===== config.mk =====
export PLATFORM = sky130hd
export DESIGN_NAME = jogo_memoria_param
export DESIGN_NICKNAME = d
export VERILOG_FILES = /design/src/rtl/jogo_memoria_param.sv
export SDC_FILE = /design/constraint.sdc
export NUM_CORES = 1
export LEC_CHECK = 0
export BUFFER_PORTS_ARGS = -buffer_cell sky130_fd_sc_hd__buf_2
export CAP_MARGIN = 5
export CELL_PAD_IN_SITES_DETAIL_PLACEMENT = 1
export CELL_PAD_IN_SITES_GLOBAL_PLACEMENT = 1
export CORE_ASPECT_RATIO = 0.75
export CORE_MARGIN = 2
export CORE_UTILIZATION = 49
export CTS_BUF_LIST = sky130_fd_sc_hd__clkbuf_4 sky130_fd_sc_hd__clkbuf_8
export DETAILED_ROUTE_END_ITERATION = 7
export GPL_ROUTABILITY_DRIVEN = 0
export PLACE_DENSITY_LB_ADDON = 0.1
export SLEW_MARGIN = 20
export SYNTH_ARGS = -nofsm -noshare
export SYNTH_HDL_FRONTEND = slang
export SYNTH_SLANG_ARGS = --single-unit

===== constraint.sdc =====
create_clock -name clock -period 3.1 [get_ports clock]
set_clock_uncertainty 0.1 [all_clocks]
set_input_delay 0.31 -clock clock [delete_from_list [all_inputs] [get_ports clock]]
set_output_delay 0.31 -clock clock [all_outputs]
set_load 0.03 [all_outputs]

===== src/rtl/jogo_memoria_param.sv =====
// Sequence-memory game core: reads the expected play from an external memory and judges each press.
// Optional playback phase is compiled in with `define JOGO_MOSTRA_SEQUENCIA_EN.
module jogo_memoria_param #(
    parameter int N_BOTOES       = 4,
    parameter int N_RODADAS      = 16,
    parameter int TIMEOUT_CICLOS = 5000,
    parameter int T_MOSTRA       = 1000,
    parameter int AW             = $clog2(N_RODADAS)
) (
    input  logic                clock,
    input  logic                reset,
    input  logic                iniciar,
    input  logic [N_BOTOES-1:0] botoes,
    input  logic [N_BOTOES-1:0] mem_dado,
    output logic [AW-1:0]       mem_endereco,
    output logic [N_BOTOES-1:0] leds,
    output logic                pronto,
    output logic                ganhou,
    output logic                perdeu,
    output logic                timeout,
    output logic [AW-1:0]       db_rodada,
    output logic [3:0]          db_estado
);

    localparam int T_MAX = (TIMEOUT_CICLOS > T_MOSTRA) ? TIMEOUT_CICLOS : T_MOSTRA;
    localparam int CW    = $clog2(T_MAX + 1);

    typedef enum logic [3:0] {
        INICIAL      = 4'h0,
        PREPARA      = 4'h1,
`ifdef JOGO_MOSTRA_SEQUENCIA_EN
        MOSTRA       = 4'h2,
        MOSTRA_PAUSA = 4'h3,
`endif
        ESPERA       = 4'h4,
        REGISTRA     = 4'h5,
        COMPARA      = 4'h6,
        PROXIMA      = 4'h7,
        FIM_GANHOU   = 4'h8,
        FIM_PERDEU   = 4'h9,
        FIM_TIMEOUT  = 4'hA
    } estado_t;

`ifdef JOGO_MOSTRA_SEQUENCIA_EN
    localparam estado_t INICIO_RODADA = MOSTRA;
`else
    localparam estado_t INICIO_RODADA = ESPERA;
`endif

    estado_t             estado;
    logic [AW-1:0]       rodada;
    logic [AW-1:0]       endereco;
    logic [CW-1:0]       contador;
    logic [N_BOTOES-1:0] jogada;
    logic [N_BOTOES-1:0] botoes_ant;
    logic                evento;

    // A play is a 0 -> nonzero transition, so a button held over from the last play is ignored.
    assign evento = (botoes != '0) && (botoes_ant == '0);

    always_ff @(posedge clock or posedge reset) begin
        if (reset) begin
            estado     <= INICIAL;
            rodada     <= '0;
            endereco   <= '0;
            contador   <= '0;
            jogada     <= '0;
            botoes_ant <= '0;
            pronto     <= 1'b0;
            ganhou     <= 1'b0;
            perdeu     <= 1'b0;
            timeout    <= 1'b0;
        end else begin
            botoes_ant <= botoes;
            case (estado)
                INICIAL: begin
                    if (iniciar) begin
                        estado   <= PREPARA;
                        rodada   <= '0;
                        endereco <= '0;
                        contador <= '0;
                    end
                end
                PREPARA: begin
                    rodada   <= '0;
                    endereco <= '0;
                    contador <= '0;
                    estado   <= INICIO_RODADA;
                end
`ifdef JOGO_MOSTRA_SEQUENCIA_EN
                MOSTRA: begin
                    if (contador == CW'(T_MOSTRA - 1)) begin
                        contador <= '0;
                        estado   <= MOSTRA_PAUSA;
                    end else begin
                        contador <= contador + 1'b1;
                    end
                end
                MOSTRA_PAUSA: begin
                    if (contador == CW'(T_MOSTRA - 1)) begin
                        contador <= '0;
                        if (endereco == rodada) begin
                            endereco <= '0;
                            estado   <= ESPERA;
                        end else begin
                            endereco <= endereco + 1'b1;
                            estado   <= MOSTRA;
                        end
                    end else begin
                        contador <= contador + 1'b1;
                    end
                end
`endif
                ESPERA: begin
                    contador <= contador + 1'b1;
                    // A press on the final allowed cycle still counts.
                    if (evento) begin
                        estado <= REGISTRA;
                    end else if (contador == CW'(TIMEOUT_CICLOS - 1)) begin
                        estado  <= FIM_TIMEOUT;
                        pronto  <= 1'b1;
                        perdeu  <= 1'b1;
                        timeout <= 1'b1;
                    end
                end
                REGISTRA: begin
                    jogada <= botoes;
                    estado <= COMPARA;
                end
                COMPARA: begin
                    if (jogada != mem_dado) begin
                        estado <= FIM_PERDEU;
                        pronto <= 1'b1;
                        perdeu <= 1'b1;
                    end else if (endereco != rodada) begin
                        endereco <= endereco + 1'b1;
                        contador <= '0;
                        estado   <= ESPERA;
                    end else if (rodada == AW'(N_RODADAS - 1)) begin
                        estado <= FIM_GANHOU;
                        pronto <= 1'b1;
                        ganhou <= 1'b1;
                    end else begin
                        estado <= PROXIMA;
                    end
                end
                PROXIMA: begin
                    rodada   <= rodada + 1'b1;
                    endereco <= '0;
                    contador <= '0;
                    estado   <= INICIO_RODADA;
                end
                FIM_GANHOU, FIM_PERDEU, FIM_TIMEOUT: begin
                    if (iniciar) begin
                        estado   <= PREPARA;
                        rodada   <= '0;
                        endereco <= '0;
                        contador <= '0;
                        pronto   <= 1'b0;
                        ganhou   <= 1'b0;
                        perdeu   <= 1'b0;
                        timeout  <= 1'b0;
                    end
                end
                default: estado <= INICIAL;
            endcase
        end
    end

    always_comb begin
        leds = '0;
        case (estado)
            ESPERA, REGISTRA: leds = botoes;
`ifdef JOGO_MOSTRA_SEQUENCIA_EN
            MOSTRA:           leds = mem_dado;
`endif
            default:          leds = '0;
        endcase
    end

    assign mem_endereco = endereco;
    assign db_rodada    = rodada;
    assign db_estado    = estado;

endmodule


# Word-level counts from Yosys, hierarchy flattened
# Index checks and enable logic that the tools add are counted.
[op_classes] n_addsub=3 n_eq_ne=24 mux=29 n_reduce_logical=22
[ops] cell="$pmux W13 S4" count=1
[ops] cell="$mux W4" count=10
[ops] cell="$mux W13" count=3
[ops] cell="$pmux W4 S3" count=2
[ops] cell="$pmux W4 S5" count=1
[ops] cell="$eq A4 B3 Y1 const B" count=4
[ops] cell="$eq A4 B4 Y1 const B" count=4
[ops] cell="$ne A2 B2 Y1 const B" count=8
[ops] cell="$add A13 B1 Y13 const B" count=1
[ops] cell="$eq A13 B13 Y1 const B" count=1
[ops] cell="$reduce_and A4 Y1" count=3
[ops] cell="$reduce_and A5 Y1" count=2
[ops] cell="$ne A3 B3 Y1 const B" count=3
[ops] cell="$reduce_bool A3 Y1" count=3
[ops] cell="$add A4 B1 Y4 const B" count=2
[ops] cell="$logic_not A4 Y1" count=2
[ops] cell="$mux W1" count=8
[ops] cell="$ne A4 B4 Y1" count=2
[ops] cell="$reduce_bool A4 Y1" count=2
[ops] cell="$pmux W1 S3" count=2
[ops] cell="$reduce_and A6 Y1" count=1
[ops] cell="$eq A4 B1 Y1 const B" count=1
[ops] cell="$pmux W1 S2" count=2
[ops] cell="$reduce_and A2 Y1" count=2
[ops] cell="6 further kinds" count=8
[totals] register_bits=37 input_bits=11 output_inout_bits=20 elab_cells=88

# Logic depth before layout (Yosys ltp)
# Gate-level depths: netlist (run 1).
[logic_depth] word_depth=5 mapped_depth=7 depth_no_buf=6

# Worst setup path before layout (run 1)
# Ideal clock, no wire load.
[synth_timing] path_kind="register -> register" from="reg rodada[1], in the netlist db_rodada[1]" to="reg endereco[0], in the netlist mem_endereco[0]" setup_ns=0.128 t_arrival_ns=1.715 required_time_ns=2.872 slack_ns=1.157 stages_incl_launch_ff=6 path_buffers=0 synth_period_minus_slack_ns=1.943 cell_sequence="dfrtp_1 xor2_1 nor4_1 o21a_2 nor2_1 mux2_1"
[synth_via] elab_chain_cells=3
[synth_rtl] item="from (decl)" line_no="51" source="logic [AW-1:0] rodada;"
[synth_rtl] item="from (signal assigned)" line_no="148" source="rodada <= rodada + 1'b1;"
[synth_rtl] item="$ne A4 B4 Y1" line_no="135" source="end else if (endereco != rodada) begin"
[synth_rtl] item="$ne A2 B2 Y1 (no source line)"
[synth_rtl] item="$reduce_and A4 Y1 (no source line)"
[synth_rtl] item="to (signal assigned)" line_no="136" source="endereco <= endereco + 1'b1;"
[synth_rtl] item="to (decl)" line_no="52" source="logic [AW-1:0] endereco;"
# Every way passes these cells.
# A chain may end at the register's enable or synchronous reset.

# Final worst setup path (run 1)
[layout_timing] from="reg estado[3], in the netlist db_estado[3]" to="reg contador[3]"
[layout_via] elab_chain_cells=4 elab_cells_between_ends=16 cone_classes="10 x eq/ne; 1 x mux; 5 x reduce/logical"
[layout_rtl] item="from (decl)" line_no="50" source="estado_t estado;"
[layout_rtl] item="from (signal assigned)" line_no="63" source="estado <= INICIAL;"
[layout_rtl] item="from (signal assigned)" line_no="78" source="estado <= PREPARA;"
[layout_rtl] item="from (signal assigned)" line_no="88" source="estado <= INICIO_RODADA;"
[layout_rtl] item="$eq A4 B4 Y1, or another cell as far along" line_no="75" source="case (estado)"
[layout_rtl] item="$reduce_or A4 Y1 (no source line) or $reduce_or A2 Y1 (tied branches)"
[layout_rtl] item="$reduce_bool A4 Y1 (no source line) or $ne A2 B1 Y1 (tied branches)"
[layout_rtl] item="$reduce_and A4 Y1 (no source line)"
[layout_rtl] item="to (signal assigned)" line_no="115" source="contador <= contador + 1'b1;"
[layout_rtl] item="to (decl)" line_no="53" source="logic [CW-1:0] contador;"
# Parallel ways exist; a longest one is shown, timed or not.

==> summary.md, run 1 <==
For the worst setup path, the data required time is 3.14 ns. The via count of the first global-routing pass came out at 1802. The clock transition time at the flip-flop clock pins of the worst setup and hold paths is 0.08 ns.

The combined global-route utilization of all metal layers was 0.252. The number of antenna violations at the first check in global routing was 0. The worst-case IR drop observed on VDD is 0.000535 V. Setup repair after global routing left no endpoint under its margin. The tools report the combined area of all synthesized cells as 2100 µm².

The post-synth net total is 236, and the minimum clock period after layout is 2.34 ns. Peak per-stage delay on the critical path: 0.65 ns. The most used flip-flop cell after synthesis is sky130_fd_sc_hd__dfrtp_1.

The number of antenna diodes in the final layout is 0. Before antenna repair, the detailed router went through 4 iterations. Counting the buffers created by CTS gives 5. The critical path goes through and2b_1 -> and3b_1 -> o21a_2 -> nor2_2 -> a31oi_1. The synthesized design contains 0 enable-type register cells.

Residual antenna-violating net count after detailed routing: 0. No sink is reached through more buffers than the 2 on the longest clock path. The routed design has 5.57 mm of wire. Overall power: 0.00256 W.

After global routing the overflow that remains totals 0. The switching part of the total power is 0.457. The remaining design rule violation count was 0.

The element type at the critical path start was a flip-flop. The half-perimeter wire length after detailed placement is 3.99 mm, and the final number of setup-violating endpoints is 0. Summed over all nets, the switching power comes to 0.00117 W. The largest driver fanout on the critical path was 13.

Dividing the detail-routed wire length by the instance count gives 18.1 µm. From left edge to right edge, the die measures 79.7 µm. In this run the count of I/O pins placed on the die edge is 31. In this run the tool buffered the top-level ports with 30 buffer cells. The synthesized area per cell was 9.47 µm²; the first-pass GRT wire length was 9.14 mm.

The worst setup path is captured at a flip-flop. The run gives 4840 µm² as the area enclosed by the die boundary. The number of endpoints with negative hold slack in the final report is 0, and the final instance count without filler cells is 308. Entering global routing, the biggest net connects 38 pins. After synthesis, the netlist uses 54 different library cells.

For the final routed database, the setup TNS stands at 0 ns. The number of buffers inserted by post-CTS setup repair was 0; the number of vias in the routed layout was 1851. The number of synthesis warnings is 0.

The sequential-to-total area share from yosys stat came out at 0.440. The power density normalized to cell area works out to 1060 nW/µm². The number of buffers and inverters on the critical path is 0. The clock share of power was 0.195; the total count of max-transition violations in the final report was 0. The kind of path behind the tightest hold check was input pin to async pin.

The clock root buffer was sky130_fd_sc_hd__clkbuf_8. Relative to the synthesized area, the layout overhead comes to 14.8%. The tools report the TritonCTS sink count as 37. The final critical-path share of the clock period works out to 0.756. Slowest library cell on the worst path: sky130_fd_sc_hd__dfrtp_1. TritonCTS built the clock tree. Post-CTS repair changed the size of 0 cells. Summing all non-filler instances in the final layout gives an area of 2410 µm². The run gives 0.462 as the combinational cell fraction of total power. The flip-flop and latch count after synthesis was 37.

The kind of critical path was flip-flop to flip-flop. The launching point of the worst reg2reg path was db_estado[3]$_DFFE_PP0P_. Using the TritonRoute via totals, the vias-per-cell ratio works out to 6.01. The initialized floorplan defines 20 standard-cell rows. For the data arrival time of the worst path, the log shows 2.39 ns. The fraction of registers with async set/reset works out to 1.00. The effective utilization at floorplan was 0.516. The core footprint is 4080 µm², and the number of instances in the placed design is 300.

The fraction of final layout cells with drive strength greater than 1 came out at 0.198. The internal cell power was 0.00139 W. Across the run, the number of max-cap violations was 0. The run gives 0.344 as the sequential share of power. The relative slew slack is 0.501.

Measured along the y axis, the die boundary spans 60.7 µm. The filler cells instantiated in the layout total 489. For this run, the top clock speed supported by timing is 427 MHz.

The number of DRC violations after detailed-routing iteration 0 is 142, and the count of mapped cells out of synthesis is 222. The run gives 2 as the count of H-tree levels built during CTS. The tools report the cell leakage power as 1.10 nW. The worst-margin pin slew came out at 0.745 ns. For this design, the CTS-stage hold fixing added 0 buffers. The run finished with clean final reports. The most critical setup path has its startpoint at db_estado[3]$_DFFE_PP0P_.

The net count of the finished layout is 266. The dominant delay contributor by cell family on the critical path was simple AND/OR/NAND/NOR gates. The later pin in the worst-skew pair is clocked with a latency of 0.29 ns.

On the final layout, the worst hold slack is 0.00933 ns. Summing all placed instances gives a cell area of 2280 µm².
kinds of logic (layout without fill, tap and decap cells):
| family | Yosys count | in the layout | synth area share |
|---|---|---|---|
| and+or+nand+nor | 97 | 97 | 0.259 |
| AOI/OAI and AO/OA | 55 | 55 | 0.174 |
| DFF | 37 | 37 | 0.440 |
| buffers and inverters | 14 | 45 | 0.0345 |
| xor gates and xnor gates | 9 | 9 | 0.0375 |
| muxes | 7 | 7 | 0.0369 |
| adders and majority gates | 3 | 3 | 0.0178 |
synth_stat cells (all sizes together), types with 2 or more instances:
| library cell | instances | area share |
|---|---|---|
| nor4 | 5 | 0.022 |
| a21o | 2 | 0.0071 |
| nand2 | 24 | 0.043 |
| mux2 | 6 | 0.032 |
| or2 | 2 | 0.0060 |
| and3 | 3 | 0.0089 |
| or3 | 3 | 0.0089 |
| o22ai | 3 | 0.0089 |
| nand3 | 7 | 0.019 |
| buf | 6 | 0.020 |
| and4 | 2 | 0.0089 |
| nand4 | 4 | 0.012 |
| inv | 6 | 0.011 |
| and2b | 2 | 0.0071 |
| ha | 3 | 0.018 |
| xnor2 | 5 | 0.021 |
| and2 | 5 | 0.015 |
| a21boi | 4 | 0.014 |
| a21oi | 8 | 0.021 |
| dfrtp | 37 | 0.44 |
| o21a | 2 | 0.0077 |
| a22o | 5 | 0.021 |
| o21ai | 12 | 0.029 |
| clkbuf | 2 | 0.0036 |
| xor2 | 4 | 0.017 |
| a31oi | 13 | 0.039 |
| or4 | 3 | 0.014 |
| nor2 | 25 | 0.046 |
| nor3 | 2 | 0.0048 |
| nand2b | 3 | 0.0089 |
worst register-to-register path, stage by stage, from the launching register on:
cell	delay (ns)
sky130_fd_sc_hd__dfrtp_1	0.65
sky130_fd_sc_hd__and2b_1	0.30
sky130_fd_sc_hd__and3b_1	0.25
sky130_fd_sc_hd__o21a_2	0.19
sky130_fd_sc_hd__nor2_2	0.51
sky130_fd_sc_hd__a31oi_1	0.19
stage by stage:
step | util | setup slack (ns)
2_1_floorplan | - | 1.16
3_5_place_dp | 0.559 | 0.808
3_3_place_gp | 0.559 | 0.833
5_1_grt | 0.592 | 0.603
6_report | 0.592 | 0.755
4_1_cts | 0.592 | 0.755
cells in the final DEF (no fill, tap or decap), drive strengths merged, types with 2 or more instances in the layout:
cell type / Yosys / final
ha: 3 / 3
nor4: 5 / 5
dfrtp: 37 / 37
o21a: 2 / 2
nand2: 24 / 24
and3: 3 / 3
buf: 6 / 31
or3: 3 / 3
or2: 2 / 2
nor2: 25 / 25
o21ai: 12 / 12
xor2: 4 / 4
a21oi: 8 / 8
and2b: 2 / 2
a22o: 5 / 5
mux2: 6 / 6
clkbuf: 2 / 5
bufinv: 0 / 2
nand4: 4 / 4
nand3: 7 / 7
a31oi: 13 / 13
a21o: 2 / 2
o22ai: 3 / 3
a21boi: 4 / 4
nor3: 2 / 2
xnor2: 5 / 5
or4: 3 / 3
nand2b: 3 / 3
and4: 2 / 2
and2: 5 / 5
inv: 6 / 6
power groups by stage:
| stage | Clock [W] | Combinational [W] | Sequential [W] |
|---|---|---|---|
| floorplan | 0 | 0.000832 | 0.000912 |
| global placement | 0 | 0.00113 | 0.000868 |
| detailed placement | 0 | 0.00117 | 0.000882 |
| CTS | 0.000504 | 0.00119 | 0.000875 |
| global route | 0.000522 | 0.00130 | 0.000910 |
| finish | 0.000498 | 0.00118 | 0.000881 |
layout make-up:
type                            count  area [µm²]  share of cell area
Multi-Input combinational cell    171        1100               0.458
Sequential cell                    37         926               0.384
Timing Repair Buffer               31         158              0.0653
Clock buffer                        5        68.8              0.0285
Tap cell                           55        68.8              0.0285
Clock inverter                      3        65.1              0.0270
Inverter                            6        22.5             0.00933
final timing paths:
| path | endpoint | slack [ns] | depth (start not counted) |
|---|---|---|---|
| setup / recovery | contador[3]$_DFFE_PP0P_ | 0.76 | 5 |
| hold / removal | contador[1]$_DFFE_PP0P_ | 0.009 | 3 |
| setup reg to reg | contador[3]$_DFFE_PP0P_ | 0.76 | 5 |
| hold reg to reg | pronto$_DFFE_PP0P_ | 0.39 | 1 |
| max in group asynchronous | contador[7]$_DFFE_PP0P_ | 2.56 | 3 |
| min in group clock | botoes_ant[0]$_DFF_PP0_ | 0.06 | 1 |
layer usage:
layer / vias to the layer above / share of wire / global-route usage / wire [µm]
li1: 875 / - / - / -
met4: 0 / 0.011 / 0.0788 / 60
met5: - / 0 / 0 / 0
met1: 910 / 0.50 / 0.363 / 2780
met3: 8 / 0.046 / 0.0402 / 258
met2: 58 / 0.44 / 0.394 / 2480
state kept, by name, indices dropped and copies added, names as in the netlist:
| name | flops |
|---|---|
| perdeu | 1 |
| timeout | 1 |
| contador | 13 |
| botoes_ant | 4 |
| db_rodada | 4 |
| ganhou | 1 |
| jogada | 4 |
| pronto | 1 |
| mem_endereco | 4 |
| db_estado | 4 |
(Power assumes the default switching activity.)
==> inputs of run 2 (changes only) <==
--- a/config.mk
+++ b/config.mk
@@ -11,7 +11,7 @@
 export CELL_PAD_IN_SITES_GLOBAL_PLACEMENT = 1
 export CORE_ASPECT_RATIO = 0.75
 export CORE_MARGIN = 2
-export CORE_UTILIZATION = 49
+export CORE_UTILIZATION = 45
 export CTS_BUF_LIST = sky130_fd_sc_hd__clkbuf_4 sky130_fd_sc_hd__clkbuf_8
 export DETAILED_ROUTE_END_ITERATION = 7
 export GPL_ROUTABILITY_DRIVEN = 0
==> constraint.sdc (replaced) <==
create_clock -name clock -period 2.3 [get_ports clock]
set_clock_uncertainty 0.1 [all_clocks]
set_input_delay 0.23 -clock clock [delete_from_list [all_inputs] [get_ports clock]]
set_output_delay 0.23 -clock clock [all_outputs]
set_load 0.03 [all_outputs]
==> run 2 against run 1 <==
Effect of this change: clock-buffer cell count is the same; critical endpoint is now contador[12]$_DFFE_PP0P_; critical path depth grew 1; worst setup slack lost 0.58 ns; critical path type unchanged; cell area grew 3.1%; cell count grew 4.5%; routed wire length grew 2.4%; fmax grew 10%; combinational power grew 46%; sequential share of layout area shrank 1.1 points; clock power shrank 7.8%; global-route usage shrank 1.8 points; total power grew 30%.
==> summary.md, run 2 (synthesis gave the netlist of run 1 again) <==
For the relative slew slack, the log shows 0.614. Clock-pin slew was measured on the worst setup and hold paths at 0.08 ns. The logs give 0 for the number of endpoints with negative hold slack in the final report and 2.47 mm for the total length of routed met2 wires. The fraction of final layout cells with drive strength greater than 1 is 0.226, and the critical path required time is 2.37 ns. Cell area after layout: 2490 µm². STA puts the critical path data arrival time at 2.19 ns. The worst reg-to-reg path cell count is 6.

The count of H-tree levels built during CTS came out at 2. After filler insertion, the fill cell instance count of the layout stands at 532. The number of iterations in the first detailed-routing pass came out at 4. Power density normalized to cell area: 1340 nW/µm². The area enclosed by the die boundary is 5240 µm².

In this run the static leakage power is 1.13 nW. The count of antenna diodes in the layout was 0; the residual antenna-violating net count after detailed routing was 0. For the clock latency reported for the late side of the worst-skew pair, the log shows 0.29 ns. TritonCTS built the clock tree. Setup total negative slack on the finished layout was measured at 0 ns. In the final routing, the length of wire on met1 measures 2.96 mm. The effective utilization at floorplan was 0.471. The top cell types in the final layout, fill and taps aside, are sky130_fd_sc_hd__dfrtp_1, sky130_fd_sc_hd__buf_2, sky130_fd_sc_hd__nand2_1. The tools report the overall power as 0.00333 W. Number of flip-flops in the largest register: 13.

The register name with the most flops is contador. The first-pass GRT wire length came out at 9.78 mm. The number of cells traversed by the worst hold path was 4. The number of vias in the routed layout was 1871; the minimum clock period after layout was 2.13 ns. Across all register-to-register paths, the minimum setup slack is 0.17 ns. The placed instance area came out at 2330 µm².

The leading cell type in the layout, fill and taps excluded is sky130_fd_sc_hd__dfrtp_1. The largest net degree at the start of global routing was 38; the worst-margin pin slew was 0.574 ns. The initialized floorplan defines 21 standard-cell rows. Of all nets on the critical path, the largest fanout is 6. The post-route worst setup slack was 0.173 ns. The logs give 1120 µm² for the combined area of the multi-input logic cells and 37 for the TritonCTS sink count.

The routed design uses 243 µm of met3 wire. The total count of max-transition violations in the final report was 0. After detailed routing, the number of vias per cell comes to 5.81.

The half-perimeter wire length after detailed placement was 4.13 mm; the final critical-path share of the clock period was 0.925. After clock tree synthesis, the setup repair step added 0 buffers. The tools report the worst hold-check slack as 0.239 ns.

Setup repair after global routing left no endpoint under its margin. The minimum setup slack after placement is 0.0580 ns, and the final number of setup-violating endpoints is 0. After global routing the overflow that remains totals 0. The tools report the area of all sequential standard cells as 926 µm².

In the routed design, unresolved DRC markers number 0. STA classifies the critical path endpoint as a flip-flop. After the first detailed-routing iteration, the DRC count stood at 91.

The kind of critical path is flip-flop to flip-flop. Via count of the first global-routing pass: 1976. The element type at the critical path start is a flip-flop. The fmax is 470 MHz, and the area growth from synthesis to layout is 18.3%.

The maximum count of clock buffers along a single path was 2. The chip height came out at 63.2 µm. Signal routing reaches up to met4. Pin placement for this block handled 31 I/O pins. The quantity of I/O buffers inserted on ports was 30; the total wirelength of the detailed-routed design was 5.71 mm.

The count of maximum capacitance violations is 0, and the combined global-route utilization of all metal layers is 0.234. Number of buffers created by CTS: 5. The kind of path behind the tightest hold check was input pin to flip-flop.

The average wire per cell in the routed design was 17.7 µm. The tools report the number of antenna violations at the first check in global routing as 0. Clock root buffer: sky130_fd_sc_hd__clkbuf_8. For this run, the post-layout net count is 278. Across the VDD grid, the largest voltage drop is 0.000580 V. The floorplan die width is 82.9 µm. The run finished with clean final reports. The core region is 4470 µm².
## run 2: worst paths after layout
check	start	end
max in group asynchronous	reset	ganhou$_DFFE_PP0P_
setup reg to reg	contador[0]$_DFFE_PP0P_	contador[12]$_DFFE_PP0P_
setup / recovery	contador[0]$_DFFE_PP0P_	contador[12]$_DFFE_PP0P_
hold / removal	iniciar	db_estado[0]$_DFFE_PP0P_
hold reg to reg	ganhou$_DFFE_PP0P_	ganhou$_DFFE_PP0P_
min in group asynchronous	reset	botoes_ant[2]$_DFF_PP0_
## run 2: per-layer routing
| metal | GRT usage | vias up |
|---|---|---|
| met5 | 0 | - |
| met4 | 0.0430 | 0 |
| met3 | 0.0419 | 5 |
| met2 | 0.367 | 42 |
| met1 | 0.342 | 929 |
| li1 | - | 895 |
## run 2: metrics by stage
stage | instances | utilization
floorplan | 222 | -
global placement | 309 | 0.523
detailed placement | 309 | 0.523
CTS | 322 | 0.553
global route | 322 | 0.557
finish | 322 | 0.557
## run 2: final cells by class
cell class | count | area share
Clock buffer | 5 | 0.0277
Clock inverter | 3 | 0.00704
Inverter | 6 | 0.00905
Multi-Input combinational cell | 171 | 0.451
Sequential cell | 37 | 0.372
Tap cell | 57 | 0.0287
Timing Repair Buffer | 43 | 0.105
## run 2: critical path, cell delays in order (launching register included)
cell                      delay [ns]
sky130_fd_sc_hd__dfrtp_1        0.42
sky130_fd_sc_hd__ha_2           0.25
sky130_fd_sc_hd__nand3_2        0.16
sky130_fd_sc_hd__or4_4          0.57
sky130_fd_sc_hd__or2_0          0.23
sky130_fd_sc_hd__a31oi_1        0.18
sky130_fd_sc_hd__o21ai_1        0.09
## run 2: where the power goes
part	total (W)	switching [W]	internal, W
sequential	0.00115	0.000286	0.000865
clock	0.000459	0.000250	0.000209
combinational	0.00172	0.00106	0.000660
total	0.00333	0.00160	0.00173
## run 2: repair_timing
| action | in CTS | in global routing |
|---|---|---|
| hold buffers | 5 | 0 |
| endpoints found under the hold margin | 41 | 0 |
| resized for setup | 0 | 4 |
| endpoints found under the setup margin | 0 | 16 |
